**src/rtl/lock_request_arbiter.sv**
```systemverilog
// Serialises per-thread lock acquire/release requests onto the lock table's single
// request and release ports; denied acquires are retried on a round-robin token.

module lock_req_slot #(
    parameter int LOCK_WIDTH = 2
) (
    input  logic                  clk,
    input  logic                  rst,
    input  logic                  acq_valid,
    input  logic [LOCK_WIDTH-1:0] acq_lock,
    input  logic                  attempt,
    input  logic                  granted,
    output logic                  pend,
    output logic [LOCK_WIDTH-1:0] pend_lock,
    output logic                  grant
);

    // attempt is only raised while pend is set, so a grant never coincides with a capture
    always_ff @(posedge clk or posedge rst) begin
        if (rst) begin
            pend      <= 1'b0;
            pend_lock <= '0;
            grant     <= 1'b0;
        end else begin
            grant <= attempt && granted;
            if (attempt && granted) begin
                pend <= 1'b0;
            end else if (acq_valid && !pend) begin
                pend      <= 1'b1;
                pend_lock <= acq_lock;
            end
        end
    end

endmodule

module lock_request_arbiter #(
    parameter int NUM_THREADS = 4,
    parameter int LOCK_WIDTH  = 2,
    parameter int CNT_WIDTH   = 16
) (
    input  logic                              clk,
    input  logic                              rst,
    input  logic [NUM_THREADS-1:0]            acq_valid,
    input  logic [NUM_THREADS*LOCK_WIDTH-1:0] acq_lock,
    output logic [NUM_THREADS-1:0]            acq_ready,
    output logic [NUM_THREADS-1:0]            acq_grant,
    input  logic [NUM_THREADS-1:0]            rel_valid,
    input  logic [NUM_THREADS*LOCK_WIDTH-1:0] rel_lock,
    output logic [NUM_THREADS-1:0]            rel_ready,
    output logic                              request_lock,
    output logic [LOCK_WIDTH-1:0]             lock_requested,
    input  logic                              lock_granted,
    output logic                              release_lock,
    output logic [LOCK_WIDTH-1:0]             lock_released,
    output logic [CNT_WIDTH-1:0]              retry_cnt,
    output logic                              busy
);

    localparam int PTR_W = (NUM_THREADS > 1) ? $clog2(NUM_THREADS) : 1;

    typedef struct packed {
        logic                  vld;
        logic [LOCK_WIDTH-1:0] lock;
    } tbl_req_t;

    logic [NUM_THREADS-1:0][LOCK_WIDTH-1:0] acq_lock_v;
    logic [NUM_THREADS-1:0][LOCK_WIDTH-1:0] rel_lock_v;
    logic [NUM_THREADS-1:0][LOCK_WIDTH-1:0] pend_lock;
    logic [NUM_THREADS-1:0]                 pend_acq;
    logic [NUM_THREADS-1:0]                 attempt_sel;
    logic [PTR_W-1:0]                       ptr;
    tbl_req_t                               acq_req;
    tbl_req_t                               rel_req;
    logic                                   rel_any;
    logic                                   attempt_deny;

    assign acq_lock_v = acq_lock;
    assign rel_lock_v = rel_lock;
    assign rel_any    = |rel_valid;

    // Isolate the lowest set bit: that thread's release is served this cycle
    assign rel_ready = rel_valid & (~rel_valid + NUM_THREADS'(1));

    always_comb begin
        rel_req     = '0;
        rel_req.vld = rel_any;
        for (int i = 0; i < NUM_THREADS; i++) begin
            if (rel_ready[i]) rel_req.lock = rel_lock_v[i];
        end
    end

    // Releases own the cycle; the token slot only issues when no release is present
    always_comb begin
        acq_req.vld          = !rel_any && pend_acq[ptr];
        acq_req.lock         = pend_lock[ptr];
        attempt_sel          = '0;
        attempt_sel[ptr]     = acq_req.vld;
    end

    assign attempt_deny   = acq_req.vld && !lock_granted;

    assign request_lock   = acq_req.vld;
    assign lock_requested = acq_req.lock;
    assign release_lock   = rel_req.vld;
    assign lock_released  = rel_req.lock;
    assign acq_ready      = ~pend_acq;
    assign busy           = |pend_acq;

    for (genvar g = 0; g < NUM_THREADS; g++) begin : g_slot
        lock_req_slot #(.LOCK_WIDTH(LOCK_WIDTH)) u_slot (
            .clk       (clk),
            .rst       (rst),
            .acq_valid (acq_valid[g]),
            .acq_lock  (acq_lock_v[g]),
            .attempt   (attempt_sel[g]),
            .granted   (lock_granted),
            .pend      (pend_acq[g]),
            .pend_lock (pend_lock[g]),
            .grant     (acq_grant[g])
        );
    end

    // Token advances every non-release cycle regardless of the slot's outcome
    always_ff @(posedge clk or posedge rst) begin
        if (rst) begin
            ptr       <= '0;
            retry_cnt <= '0;
        end else begin
            if (!rel_any) ptr <= ptr + PTR_W'(1);
            if (attempt_deny && (retry_cnt != '1)) retry_cnt <= retry_cnt + CNT_WIDTH'(1);
        end
    end

endmodule

```
**config.mk**
```make
export PLATFORM = sky130hd
export DESIGN_NAME = lock_request_arbiter
export DESIGN_NICKNAME = d
export VERILOG_FILES = /design/src/rtl/lock_request_arbiter.sv
export SDC_FILE = /design/constraint.sdc
export NUM_CORES = 1
export LEC_CHECK = 0
export ABC_AREA = 1
export BUFFER_PORTS_ARGS = -buffer_cell sky130_fd_sc_hd__buf_2
export CORE_MARGIN = 2
export CORE_UTILIZATION = 47
export DETAILED_ROUTE_END_ITERATION = 6
export PLACE_DENSITY = 0.76
export SYNTH_ARGS = -nofsm -noshare
export SYNTH_HDL_FRONTEND = slang
export SYNTH_SLANG_ARGS = --single-unit
```
**constraint.sdc**
```tcl
create_clock -name clk -period 1.5 [get_ports clk]
set_clock_uncertainty 0.15 [all_clocks]
set_input_delay 0.3 -clock clk [delete_from_list [all_inputs] [get_ports clk]]
set_output_delay 0.3 -clock clk [all_outputs]
set_load 0.02 [all_outputs]
```
---- After elaboration in Yosys (flattened, before gate mapping) ----
Cells that the tools add are included.
cells by class
  $add $sub $neg .......................... 3
  order comparisons ....................... 2
  eq/ne operators ......................... 1
  muxes and demuxes ....................... 18
  bitwise operators ....................... 8
  reductions and logical operators ........ 28
operator list
  kind                     count
  $add A16 B1 Y16 const B  1
  $ne A16 B16 Y1 const B   1
  $logic_and A1 B1 Y1      12
  $mux W1                  10
  $mux W2                  5
  $and A4 B4 Y4            2
  $not A4 Y4               2
  $reduce_and A2 Y1        4
  $reduce_bool A2 Y1       4
  $reduce_or A4 Y1         2
  $logic_not A1 Y1         6
  $add A4 B1 Y4 const B    1
  $bmux W2 S2              1
  $not A1 Y1               4
  $lt A2 B3 Y1 const B     1
  $add A2 B1 Y2 const B    1
  $bmux W1 S2              1
  $demux W1 S2             1
  $ge A2 B1 Y1 const B     1
word-level totals
  register bits ........................... 34
  input port bits ......................... 27
  output and inout bits ................... 35
  word-level logic and storage cells ...... 74

---- Longest topological paths before layout ----
  depth after elaboration ................. 8
  gate-level depth with buffers ........... 10
  mapped depth without buffers ............ 8

---- Cells and area by module ----
Synthesis repeated with hierarchy kept, for this count alone.
second synthesis, totals
  cell total of the unflattened synthesis .. 286
  area, all modules ....................... 2115.8 um^2
by module, submodules not included
  module                instances  cells each  area an instance (um^2)  seq. area each (um^2)
  lock_request_arbiter  1          218         1465.2                   450.4
  lock_req_slot         4          17          162.7                    100.1

---- Least setup slack after synthesis ----
Ideal clock, no wire load.
  path type ............................... reg-to-reg
  start ................................... register retry_cnt[0]
  end ..................................... register retry_cnt[7]
  setup time .............................. 123 ps
  arrival ................................. 1527 ps
  required time ........................... 1227 ps
  slack ................................... -300 ps
  cell stages (with the launch flop) ...... 10
  buffers on the path ..................... 1
  clock period less this slack ............ 1800 ps
  path through ............................ dfrtp_1 > ha_1 > nand3_1 > inv_2 > nand2_4 > nor2_8 > nor2_8 > buf_12 > nand2_2 > nand2_1
on the way
  cells in the longest elaborated chain, start to end .. 2
  elaborated cells on any way between the ends .. 3
  classes of those cells .................. add/sub (1); eq/ne (1); reduce/logical (1)
ends and longest elaborated chain
  what                                                     line  text
  start, declared                                          56    output logic [CNT_WIDTH-1:0] retry_cnt,
  start signal, assigned                                   131   if (attempt_deny && (retry_cnt != '1)) retry_cnt <= retry_cnt + CNT_WIDTH'(1);
  branches (longest 2 deep; another with $add A16 B1 Y16)  n/a
Several ways; the timed one is not identified.
A chain may end at the register's enable or synchronous reset.

---- Worst setup path in the final report ----
  start ................................... register g_slot[0].u_slot.pend
  end ..................................... register g_slot[1].u_slot.pend_lock[1]
on the way
  cells in the longest elaborated chain, start to end .. 7
ends and longest elaborated chain
  what                           line  text
  start, declared                13    output logic pend,
  start signal, assigned         21    pend <= 1'b0;
  start signal, assigned         27    pend <= 1'b0;
  start signal, assigned         29    pend <= 1'b1;
  $bmux W1 S2                    95    acq_req.vld = !rel_any && pend_acq[ptr];
  $mux W1 (not written as such)  95
  $logic_and A1 B1 Y1            95
  $and A4 B4 Y4 (no line)        n/a
  $logic_and A1 B1 Y1            26    if (attempt && granted) begin
  $not A1 Y1 (no line)           n/a
  $reduce_and A2 Y1 (no line)    n/a
  end signal, assigned           30    pend_lock <= acq_lock;
  end, declared                  14    output logic [LOCK_WIDTH-1:0] pend_lock,
Every way passes these cells. The select of a mux whose other input is x is not followed.

==> results.toml <==
[grt]
global_route_wire_length_before_repair_um = 9910
grt_pass1_vias = 2255
initial_antenna_violation_count = 0
grt-ovfl-total = 0
grt_max_degree = 35
gr-usage-all-layers = 0.245

[synthesis]
synth-adder-area-share = 0.0295
synth_sequential_area_ratio = 0.401
syn_area_um2 = 2120
synthMuxAreaShare = 0
synth_xor_area_frac = 0.0412
synth.yosys.warnings = 0
synthesis.nets = 305
ys_seq_elements = 34
avgSynthCellArea_um2 = 7.78
synth_compound_gate_area_share = 0.0672
post_synth_and_or_nand_nor_area_fraction = 0.363
synth_top_family_by_area = "simple AND/OR/NAND/NOR gates"
synthDistinctLibCells = 28
syn-instance-count = 273

[floorplan]
ios = 62
floorplan.rows = 24
initial_core_util = 0.488
die-area_um2 = 5070
die-width_um = 71.2
fp.coreArea_um2 = 4350
die_h_um = 71.2

[worst_setup_path]
required_ns = 1.57
cp.arrival_ns = 1.91
end_kind = "register"
worst-path-max-fanout = 5
r2r.worst_path.cells = 10
timing_worst_setup_path_type = "register to register"
start_kind = "register"

[routing]
ant_nets = 0
vias_per_cell = 5.29
wire_length_the_detailed_router_placed_on_met1_um = 2590
highest-signal-layer = "met4"
detailroute.via_count = 2361
route.met2.wl_um = 3650
remaining_drc_errors = 0
detail_route.wl_per_cell_um = 15.4
drt_iter0_markers = 181
detail_route.wirelength_um = 6890
wl_met3_um = 352
drt_pre_antenna_iters = 4

[sta]
setup_total_negative_slack_ns = -7.69
fin_worst_hold_slack_ns = 0.0718
final-hold-violation-count = 0
timing.fmax_mhz = 543
post-route-worst-setup-slack_ns = -0.341
period_share = 1.23
relSlewSlack = 0.703
rsz0062_at_grt = "true"
maxSlewViolCount = 0
fin_crit_ns = 1.84
worstMarginPinSlew_ns = 0.446
setup_viol = 40

[power]
p_int_w = 0.00232
comb_power_share = 0.460
cellPowerDensity_nw_per_um2 = 1130
p_leak_nw = 1.79
power.sequential.fraction = 0.342
totalPowerFinal_w = 0.00376
clock_power_share = 0.198
power.share.switching = 0.383
vdd_drop_max_mv = 1.16
switchingPower_w = 0.00144

[clock_tree]
cts_made_buffers = 5
clk_path_buf_depth = 2
tritoncts = "yes"
clk-insertion-delay-late_ns = 0.29
post_cts_clock_slew_at_the_launch_and_capture_registers_of_the_worst_setup_and_hold_paths_ns = 0.08
clock_sink_count = 34
clockRootBuffer = "sky130_fd_sc_hd__clkbuf_8"
cts_htree_levels = 2

[status]
run_status = "finished, violations left"
violations = "negative setup slack"

[layout]
stdcell_count = 446
n_antenna_cell = 0
syn2layout_area_growth_pct = 56.4
n_fill_cell = 289
post_route_cells_drive_above_1_share = 0.538
design.final.nets = 425

[min_path]
worst_hold_path.num_cells = 3
hp_class = "input port to register"

[job]
maxCapViolations = 0

[placement]
dp.final_hpwl_um = 3940
buffer_ports.inserted = 61
placer_congestion = 0.795
placed_cells = 424
[flip-flops by register name (all words and copies together) (netlist names)]
register                 flops
g_slot.u_slot.grant          4
g_slot.u_slot.pend           4
g_slot.u_slot.pend_lock      8
ptr                          2
retry_cnt                   16
[metal layers]
layer,global-route usage,vias up
met2,0.441,104
met1,0.289,1119
met5,0,-
met3,0.0478,30
met4,0.0860,0
li1,-,1108
[timing repair]
item                                   4_1_cts  5_1_grt
cloned                                       1        0
pin swaps                                   14        8
endpoints found under the hold margin       34        0
setup endpoints to repair                   34       42
resized for setup                           57       39
setup buffers                                8        5
hold buffers                                 1        0
[cell type report]
type,count,area [um^2],share of cell area
Sequential cell,34,870,0.262
Clock buffer,6,82.6,0.0249
Timing Repair Buffer,122,935,0.281
Multi-Input combinational cell,195,1220,0.367
Tap cell,52,65.1,0.0196
Clock inverter,2,12.5,0.00377
Inverter,35,136,0.0411
[power groups by stage]
stage	registers (W)	clock network [W]	logic, W
finish	0.00128	0.000745	0.00173
detailed placement	0.00125	0	0.00109
global route	0.00130	0.000793	0.00183
floorplan	0.00125	0	0.000627
CTS	0.00126	0.000743	0.00146
global placement	0.00125	0	0.00107
[cell families (layout without fill, tap and decap cells)]
group | Yosys count | in the layout
simple gates | 152 | 152
xor+xnor | 10 | 10
buf+inv | 44 | 165
compound gates | 28 | 28
flops | 34 | 34
fa+ha+maj | 5 | 5
[placed cells by master (no fill, tap or decap), drive strengths merged, types with 6 or more instances in the layout]
| cell type | Yosys | final |
|---|---|---|
| nand4 | 11 | 11 |
| buf | 9 | 121 |
| dfrtp | 34 | 34 |
| xor2 | 7 | 7 |
| nor2 | 22 | 22 |
| inv | 35 | 35 |
| nand3 | 19 | 19 |
| nand2 | 94 | 94 |
| o21ai | 25 | 25 |
| clkbuf | 0 | 6 |
[synthesized netlist by cell type]
library cell                n  area share
sky130_fd_sc_hd__nand2_1   78        0.14
sky130_fd_sc_hd__xnor2_1    3       0.012
sky130_fd_sc_hd__buf_2      2      0.0047
sky130_fd_sc_hd__o21ai_0   25       0.059
sky130_fd_sc_hd__and2_1     1      0.0029
sky130_fd_sc_hd__nand3b_1   1      0.0035
sky130_fd_sc_hd__inv_1     30       0.053
sky130_fd_sc_hd__nor2_8     3       0.028
sky130_fd_sc_hd__buf_12     1      0.0094
sky130_fd_sc_hd__nor3_1     3      0.0071
sky130_fd_sc_hd__nor2_1    17       0.030
sky130_fd_sc_hd__nor3_4     1      0.0077
sky130_fd_sc_hd__inv_4      1      0.0029
sky130_fd_sc_hd__dfrtp_1   34        0.40
sky130_fd_sc_hd__nand2_2   15       0.044
sky130_fd_sc_hd__nor2_2     1      0.0029
sky130_fd_sc_hd__nand4_1   11       0.032
sky130_fd_sc_hd__xor2_1     7       0.029
sky130_fd_sc_hd__buf_4      6       0.021
sky130_fd_sc_hd__nand3_2    2      0.0094
sky130_fd_sc_hd__ha_1       5       0.029
sky130_fd_sc_hd__inv_2      4      0.0071
sky130_fd_sc_hd__nand3_4    1      0.0083
sky130_fd_sc_hd__o22ai_1    2      0.0059
sky130_fd_sc_hd__nor2_4     1      0.0053
sky130_fd_sc_hd__nand3_1   16       0.038
sky130_fd_sc_hd__a21oi_1    1      0.0024
sky130_fd_sc_hd__nand2_4    1      0.0053
[worst max-delay path, stage by stage, from the launching register on]
cell and delay (ns):
sky130_fd_sc_hd__dfrtp_1 0.43, sky130_fd_sc_hd__inv_2 0.09, sky130_fd_sc_hd__nand2_2 0.09, sky130_fd_sc_hd__nand3_4 0.07, sky130_fd_sc_hd__buf_6 0.13, sky130_fd_sc_hd__nand2_4 0.09, sky130_fd_sc_hd__buf_6 0.10, sky130_fd_sc_hd__nand4_1 0.22
sky130_fd_sc_hd__nand2_1 0.20, sky130_fd_sc_hd__nand2_1 0.10, sky130_fd_sc_hd__nand2_1 0.09
[path summary, 6_finish.rpt]
| path | to | from | slack (ns) |
|---|---|---|---|
| setup reg to reg | g_slot[1].u_slot.pend_lock[1]$_DFFE_PP0P_ | g_slot[0].u_slot.pend$_DFFE_PP0P_ | -0.34 |
| min in group asynchronous | g_slot[0].u_slot.pend$_DFFE_PP0P_ | rst | 0.49 |
| hold / removal | g_slot[1].u_slot.pend$_DFFE_PP0P_ | acq_valid[1] | 0.07 |
| setup / recovery | g_slot[1].u_slot.pend_lock[1]$_DFFE_PP0P_ | g_slot[0].u_slot.pend$_DFFE_PP0P_ | -0.34 |
| max in group asynchronous | retry_cnt[11]$_DFFE_PP0P_ | rst | 0.36 |
| hold reg to reg | g_slot[3].u_slot.pend_lock[0]$_DFFE_PP0P_ | g_slot[3].u_slot.pend_lock[0]$_DFFE_PP0P_ | 0.37 |
[stage by stage]
stage	utilization	setup WS [ns]	area, um^2
2_1_floorplan	-	-0.0609	2190
3_3_place_gp	0.654	-0.0768	2850
3_5_place_dp	0.654	-0.136	2850
4_1_cts	0.726	-0.312	3160
5_1_grt	0.763	-0.398	3320
6_report	0.763	-0.341	3320
Note: power is estimated with default switching activity, not from simulation.
